## src/rtl/lowrisc_rx_buf_ctrl.sv

```systemverilog
// Receive buffer controller. It packs an unstallable byte stream into 64-bit
// buffer RAM words and keeps a ring of NBUF frame buffers. Committed frames
// are handed to software oldest-first, with their lengths.
module lowrisc_rx_buf_ctrl #(
  parameter int NBUF      = 4,
  parameter int BUF_WORDS = 256
) (
  input  logic                              clk,
  input  logic                              rst_n,
  input  logic [7:0]                        s_tdata,
  input  logic                              s_tvalid,
  input  logic                              s_tlast,
  input  logic                              s_tuser,
  output logic                              mem_we,
  output logic [$clog2(NBUF*BUF_WORDS)-1:0] mem_addr,
  output logic [63:0]                       mem_wdata,
  output logic [7:0]                        mem_wstrb,
  output logic                              rx_avail,
  output logic [$clog2(NBUF)-1:0]           rx_buf,
  output logic [15:0]                       rx_len,
  input  logic                              rx_pop,
  output logic [15:0]                       drop_cnt
);
  localparam int          BW      = $clog2(NBUF);
  localparam int          OW      = $clog2(BUF_WORDS);
  localparam logic [16:0] CAP     = 17'(BUF_WORDS * 8);
  localparam logic [15:0] MIN_LEN = 16'd14;

  typedef enum logic [1:0] {IDLE, RECV, DROP} state_t;

  state_t        state_q, state_d;
  logic          resync_q, resync_d;
  logic [15:0]   cnt_q;
  logic [63:0]   pack_q;
  logic [7:0]    strb_q;
  logic [BW-1:0] wr_ptr_q, rd_ptr_q, rd_ptr_d, wr_buf;
  logic [BW:0]   used_q, used_d;
  logic          commit_q;
  logic [15:0]   commit_len_q;
  logic [15:0]   len_tab_q [NBUF];

  logic          space, take, overflow, accept, flush, good_end, drop_evt, pop;
  logic [15:0]   base, len;
  logic [2:0]    lane;
  logic [63:0]   word_d;
  logic [7:0]    strb_d;

  // Per-beat decode. A commit still in flight already owns its buffer, so
  // it counts as used, and a frame starting right behind it targets the
  // next buffer.
  always_comb begin
    wr_buf   = wr_ptr_q + BW'(commit_q);
    space    = (used_q + (BW+1)'(commit_q)) < (BW+1)'(NBUF);
    take     = s_tvalid && ((state_q == RECV) ||
                            (state_q == IDLE && !resync_q && space));
    base     = (state_q == RECV) ? cnt_q : 16'd0;
    len      = base + 16'd1;
    lane     = base[2:0];
    overflow = take && ({1'b0, base} == CAP);
    accept   = take && !overflow;
    word_d   = ((state_q == RECV) ? pack_q : 64'd0) | (64'(s_tdata) << {lane, 3'b000});
    strb_d   = ((state_q == RECV) ? strb_q : 8'd0) | (8'd1 << lane);
    flush    = accept && (lane == 3'd7 || s_tlast);
    good_end = accept && s_tlast && !s_tuser && (len >= MIN_LEN);
    // Every frame end that is not a commit is a drop. The exception is the
    // tail of a frame cut short by reset.
    drop_evt = s_tvalid && s_tlast && !resync_q && !good_end;
    pop      = rx_pop && rx_avail;
    rd_ptr_d = rd_ptr_q + BW'(pop);
    used_d   = used_q + (BW+1)'(commit_q) - (BW+1)'(pop);
  end

  // Next-state logic. Out of reset, a stream that is already mid-frame
  // (valid with no idle cycle seen yet) is skipped up to its last byte.
  always_comb begin
    // NOTE: every combinational output gets a default first, so no path can leave one unassigned and infer a latch.
    state_d  = state_q;
    resync_d = resync_q;
    if (s_tvalid && s_tlast)                resync_d = 1'b0;
    else if (state_q == IDLE && !s_tvalid)  resync_d = 1'b0;
    case (state_q)
      IDLE:    if (s_tvalid && !s_tlast) state_d = take ? RECV : DROP;
      RECV:    if (s_tvalid) begin
                 if (s_tlast)       state_d = IDLE;
                 else if (overflow) state_d = DROP;
               end
      DROP:    if (s_tvalid && s_tlast) state_d = IDLE;
      default: state_d = IDLE;
    endcase
  end

  // FSM state and resync flag registers.
  always_ff @(posedge clk or negedge rst_n) begin
    if (!rst_n) begin
      state_q  <= IDLE;
      resync_q <= 1'b1;
    end else begin
      // NOTE: sequential state uses non-blocking assignments, so every register samples pre-edge values regardless of statement order.
      state_q  <= state_d;
      resync_q <= resync_d;
    end
  end

  // Byte counter and word packing register.
  always_ff @(posedge clk or negedge rst_n) begin
    if (!rst_n) begin
      cnt_q  <= '0;
      pack_q <= '0;
      strb_q <= '0;
    end else if (accept) begin
      cnt_q  <= len;
      pack_q <= flush ? 64'd0 : word_d;
      strb_q <= flush ? 8'd0  : strb_d;
    end
  end

  // Buffer RAM write port. A write is issued one cycle after the beat that
  // completes the word.
  always_ff @(posedge clk or negedge rst_n) begin
    if (!rst_n) begin
      mem_we    <= 1'b0;
      mem_addr  <= '0;
      mem_wdata <= '0;
      mem_wstrb <= '0;
    end else begin
      mem_we <= flush;
      if (flush) begin
        mem_addr  <= {wr_buf, base[OW+2:3]};
        mem_wdata <= word_d;
        mem_wstrb <= strb_d;
      end
    end
  end

  // Commit is delayed by one cycle so the descriptor lands after the final write.
  always_ff @(posedge clk or negedge rst_n) begin
    if (!rst_n) begin
      commit_q     <= 1'b0;
      commit_len_q <= '0;
      drop_cnt     <= '0;
    end else begin
      commit_q <= good_end;
      if (good_end) commit_len_q <= len;
      if (drop_evt && drop_cnt != 16'hFFFF) drop_cnt <= drop_cnt + 16'd1;
    end
  end

  // Buffer ring pointers, occupancy and frame length table.
  always_ff @(posedge clk or negedge rst_n) begin
    if (!rst_n) begin
      wr_ptr_q <= '0;
      rd_ptr_q <= '0;
      used_q   <= '0;
      // NOTE: the small length table is reset so rx_len is a defined 0 out of reset instead of X.
      for (int i = 0; i < NBUF; i++) len_tab_q[i] <= '0;
    end else begin
      if (commit_q) begin
        len_tab_q[wr_ptr_q] <= commit_len_q;
        wr_ptr_q            <= wr_ptr_q + BW'(1);
      end
      rd_ptr_q <= rd_ptr_d;
      used_q   <= used_d;
    end
  end

  // Registered software view of the oldest frame. A commit in the same cycle
  // bypasses the table.
  always_ff @(posedge clk or negedge rst_n) begin
    if (!rst_n) begin
      rx_avail <= 1'b0;
      rx_buf   <= '0;
      rx_len   <= '0;
    end else begin
      rx_avail <= (used_d != '0);
      rx_buf   <= rd_ptr_d;
      rx_len   <= (commit_q && rd_ptr_d == wr_ptr_q) ? commit_len_q : len_tab_q[rd_ptr_d];
    end
  end
endmodule

```

## config.mk

```make
export PLATFORM = sky130hd
export DESIGN_NAME = lowrisc_rx_buf_ctrl
export DESIGN_NICKNAME = d
export VERILOG_FILES = /design/src/rtl/lowrisc_rx_buf_ctrl.sv
export SDC_FILE = /design/constraint.sdc
export NUM_CORES = 1
export LEC_CHECK = 0
export CAP_MARGIN = 30
export CORE_MARGIN = 2
export CORE_UTILIZATION = 55
export CTS_BUF_LIST = sky130_fd_sc_hd__clkbuf_4
export DETAILED_ROUTE_END_ITERATION = 7
export GPL_TIMING_DRIVEN = 1
export PLACE_DENSITY = 0.8
export SYNTH_ARGS = -nofsm -noshare
export SYNTH_HDL_FRONTEND = slang
export SYNTH_SLANG_ARGS = --single-unit
```

## constraint.sdc

```tcl
create_clock -name clk -period 4.95 [get_ports clk]
set_input_delay 0.7425 -clock clk [delete_from_list [all_inputs] [get_ports clk]]
set_output_delay 0.7425 -clock clk [all_outputs]
set_load 0.1 [all_outputs]
```

Word-level counts from Yosys, hierarchy flattened. Cells that the tools add are included. Widths: inputs -> output; s select.

Register bits after elaboration: 295. Latch bits: 0. Memory bits (writable): 0. Bits in read-only memories: 0. Output and inout port bits: 118. Memories: 0.

$add $sub $neg: 7. $mul: 0. Div/mod/pow operators: 0. Magnitude comparators: 5. Equal/unequal tests: 10. Shift operators: 2. Multiplexer cells: 21. Bitwise logic cells: 4. Reductions and logical operators: 30.

Operators with widths (number): $mux 64 (2); $mux 16 (5); $bwmux 64 (1); $or 64x64->64 (1); $shl 8x6->64 (1); $add 16x1->16 const B (2); $bmux 16 s2 (1); $demux 16 s2 (1); $logic_and 1x1->1 (18); $eq 16x12->1 const B (1); $ge 16x4->1 const B (1); $mux 8 (2); $ne 16x16->1 const B (1); $mux 2 (6); $or 8x8->8 (1); $shl 1x3->8 const A (1); $ge 3x3->1 const B (2); $logic_not 1->1 (6); $not 2->3 (2); $pmux 2 s3 (1); $add 2x1->2 (2); $ne 2x2->1 const B (2); $reduce_and 4->1 (1); $add 3x1->3 (1); other kinds (15) (17).

Logic depth before layout (Yosys ltp).
Depth in word-level cells: 14. Gate-level depth with buffers: 14. Gate-level depth less buffers: 11.

Least setup slack after synthesis. No wires, ideal clock.

Path type: reg-to-reg. From: reg rx_avail. To: reg rx_len[10]. Library setup time: 125 ps. Arrival time: 3095 ps. Data required time: 4825 ps. Setup slack: 1730 ps. Cell stages (with the launch flop): 7. Path buffers: 2. Clock period less this slack: 3220 ps. Path through: dfrtp_1 and2_1 ha_1 clkbuf_1 buf_1 mux4_2 mux2_2.

Longest elaborated chain between the ends: 7. Elaborated cells between the ends (all ways): 9.

Ends and longest elaborated chain: start, declared (RTL line 18) `output logic rx_avail,`; start signal, assigned (RTL line 174) `rx_avail <= (used_d != '0);`; $logic_and 1x1->1 * (RTL line 68) `pop = rx_pop && rx_avail;`; $add 2x1->2 * (RTL line 69) `rd_ptr_d = rd_ptr_q + BW'(pop);`; via rd_ptr_d[0] (RTL line 36) `logic [BW-1:0] wr_ptr_q, rd_ptr_q, rd_ptr_d, wr_buf;`; $not 2->3 (implied by the code) (RTL line 176) `rx_len <= (commit_q && rd_ptr_d == wr_ptr_q) ? commit_len_q : len_tab_q[rd_ptr_d];`; $bmux 16 s2 (RTL line 176); $mux 16 (implied by the code) (2 in a row) (RTL line 176); $mux 16 * (RTL line 176); end signal, assigned (RTL line 176); end, declared (RTL line 20) `output logic [15:0] rx_len,`.

The timed path passes the listed nets; every way through them passes the cells marked *. The select of a mux whose other input is x is not followed. A chain may end at the register's enable or synchronous reset.

Final worst setup path.
From: reg state_q[0]. To: reg mem_wdata[37].

Longest elaborated chain between the ends: 9. Elaborated cells between the ends (all ways): 17.

Ends and longest elaborated chain: start, declared (RTL line 31) `state_t state_q, state_d;`; start signal, assigned (RTL line 99) `state_q <= state_d;`; parallel branches: the longest is 9 deep, another holds $mux 16; end signal, assigned (RTL line 129) `mem_wdata <= word_d;`; end, declared (RTL line 16) `output logic [63:0] mem_wdata,`.

Several ways; the timed one is not identified.

==> flow_summary.yaml <==
critical_path:
  timing.critical_path.fanout_max: 70
  cpPeakStageDelay_ns: 0.68
  critical_path_type: "flip-flop to flip-flop"
  path_cells: "nor2b_4 > buf_4 > o31ai_1 > nand4_1 > and2_1 > o21ai_4 > inv_2 > buf_4 > nor2_1 > nor2_1"
  timing.critical_path.required_ns: 5.53
  critPathLaunchType: "flip-flop"
  timing.critical_path.max_delay_family: "simple AND/OR/NAND/NOR gates"
  crit_arrival_ns: 4.64
  worst_path_bufs_invs: 3
  critPathSlowestCell: "sky130_fd_sc_hd__buf_4"
  endpoint_kind: "flip-flop"
global_routing:
  number_of_antenna_violations_at_the_first_check_in_global_routing: 1
  grt_max_degree: 138
  track_usage: 0.251
  grt_pass1_vias: 9393
  globalRoute.totalOverflow: 0
  grt_pass1_wl_mm: 48.8
yosys:
  synth_nets: 1137
  synth_commonest_cells: "sky130_fd_sc_hd__dfrtp_1, sky130_fd_sc_hd__nor2_1, sky130_fd_sc_hd__nand2_1"
  synth_seq_area_share: 0.575
  syn_area_um2: 12800
  synthDistinctLibCells: 53
  async_reset_ff_frac: 1.00
  synthesis.instances: 1107
  yosys.area.top_type: "sky130_fd_sc_hd__dfrtp_1"
  synth_edf_count: 0
  synth_most_common_cell: "sky130_fd_sc_hd__dfrtp_1"
  synth_area_per_cell_um2: 11.6
  yosys_register_bits: 295
  synthTopCellsByArea: "sky130_fd_sc_hd__dfrtp_1, sky130_fd_sc_hd__mux2_2, sky130_fd_sc_hd__nor2_1, sky130_fd_sc_hd__a221oi_1, sky130_fd_sc_hd__a22o_1"
  ys.flop_type: "sky130_fd_sc_hd__dfrtp_1"
  yosys.area.top_type_share: 0.573
  yosys_warnings: 0
clocking:
  h_tree_lvl_count: 3
  clock_sink_count: 295
  clkSlewWorstSetupHoldPaths_ns: 0.07
  cts.hold.buffers_added: 0
  post_cts.repair.setup_buffers: 0
  cts_buffer_depth: 3
  numCtsBuffers: 75
  clk_root_buffer_cell: "sky130_fd_sc_hd__clkbuf_4"
  cts_repair_resize_count: 0
  clock_tree_from_tritoncts: "built"
  worstSkewPairLatency_ns: 0.67
floorplan:
  dieArea_um2: 24600
  io_pins: 132
  core_footprint_um2: 22800
  die_h_um: 157
  die_width_um: 157
  floorplan.rows: 55
  initial_utilization: 0.564
timing:
  shortest_clock_period_the_worst_path_allows_after_layout_ns: 4.06
  timing.slew.headroom: 0.303
  report.final.hold_viol_count: 0
  rsz0062_at_grt: "false"
  setup_viol: 0
  finClkSkew_ns: 0.0338
  clock.fmax_ghz: 0.246
  totalNegativeSetupSlack_ns: 0
  final-max-slew-violation-count: 0
  timing.final.ws_setup_ns: 0.890
  max_slew.worst_pin.slew_ns: 1.04
  fin_crit_sh: 0.820
cells_and_area:
  area_grow_syn2layout_pct: 19.2
  drive_gt1_frac: 0.198
  final_net_count: 1270
  layout.cell_area.non_filler_um2: 15300
  fillers: 1678
  regArea_um2: 7380
  multi_input_area_um2: 5030
placement:
  hpwlAfterDp_mm: 18.7
  gpl.final_weighted_congestion: 0.924
  io_buffer_count: 131
  pre_cts_ws_ns: 1.02
  dpl-instance-area_um2: 14400
power:
  vdd.ir_drop.worst_mv: 0.498
  static-leakage-power_nw: 7.20
  power.density_nw_per_um2: 563
route:
  finalWirelength_mm: 29.5
  drtPass1Iterations: 7
  routed_antenna_nets: 0
  vias_per_cell: 5.87
  num_vias: 9386
  drt_first_iter_violations: 923
  drc: 0
  wire_per_inst_um: 18.5
run:
  max_cap_violations: 0
worst_hold_path:
  min-delay-path-class: "input pin to async pin"
run_status:
  run_status: "finished clean"
==> layer usage <==
layer | global-route usage | vias up | routed length (um)
met2 | 0.382 | 383 | 13900
li1 | - | 4243 | -
met4 | 0.0848 | 0 | 519
met1 | 0.360 | 4717 | 13000
met3 | 0.0532 | 43 | 2100
met5 | 0 | - | 0
==> report_power, final <==
group	total, W	switching [W]	internal [W]
combinational	0.00356	0.00274	0.000822
sequential	0.00299	0.000246	0.00275
clock	0.00206	0.000921	0.00114
==> cells in the final DEF, fill, tap and decap left out, drive strengths merged, types with 22 or more instances in the layout <==
master         Yosys  layout
a21oi             45      45
o31ai             22      22
nor2             138     138
o21ai             30      30
nand3             26      26
mux2              89      89
xor2              23      23
clkbuf            62     114
dfrtp            294     294
a221oi            51      51
nand2             93      93
clkdlybuf4s50      0     130
a22o              49      49
==> final timing paths <==
check,from,end,slack [ns],depth (start not counted)
max in group asynchronous,rst_n,resync_q,3.57,2
worst min register to register,mem_addr[1],mem_addr[1],0.47,2
worst min-delay path,rst_n,rx_len[7],0.17,1
worst max-delay path,state_q[0],mem_wdata[37],0.89,10
worst max register to register,state_q[0],mem_wdata[37],0.89,10
min in group clk,mem_addr[1],mem_addr[1],0.47,2
==> layout make-up <==
type                    instances  area share
repair buffers                148      0.0973
diodes                          1    0.000164
multi-input cells             703       0.329
clock buffers                 114      0.0559
well taps                     313      0.0256
clock inverters                 8     0.00540
inverters                      17     0.00417
flip-flops and latches        295       0.483
==> sequential cells by signal, summed over array words and instances, names as in the netlist, 10 cells and up <==
signal        flops
mem_addr         10
pack_q           64
len_tab_q        64
rx_len           16
commit_len_q     16
cnt_q            16
mem_wdata        64
drop_cnt         16
==> worst reg2reg max path: cells and delay by family, from the launching register on <==
kind                   cells  cell delay (ns)
AND/OR/NAND/NOR            5             1.55
flip-flops                 1             0.43
AO/OA/AOI/OAI              2             0.60
buffers and inverters      3             1.38
==> per-stage QoR <==
stage          hold WS [ns]  std cells   util  total power, W
5_1_grt               0.270       1599  0.672         0.00902
4_1_cts               0.222       1598  0.672         0.00869
6_report              0.165       1599  0.672         0.00862
3_3_place_gp          0.453       1474  0.629         0.00656
2_1_floorplan         0.445       1107      -         0.00570
3_5_place_dp          0.464       1476  0.630         0.00661
==> kinds of logic after synthesis <==
| family | Yosys count | synth area share |
|---|---|---|
| buffers and inverters | 109 | 0.0342 |
| muxes | 110 | 0.110 |
| xor gates and xnor gates | 32 | 0.0218 |
| adders and majority gates | 16 | 0.0156 |
| DFF | 295 | 0.575 |
| AOI/OAI and AO/OA | 211 | 0.120 |
| and+or+nand+nor | 334 | 0.123 |
Note: power is estimated with default switching activity, not from simulation.
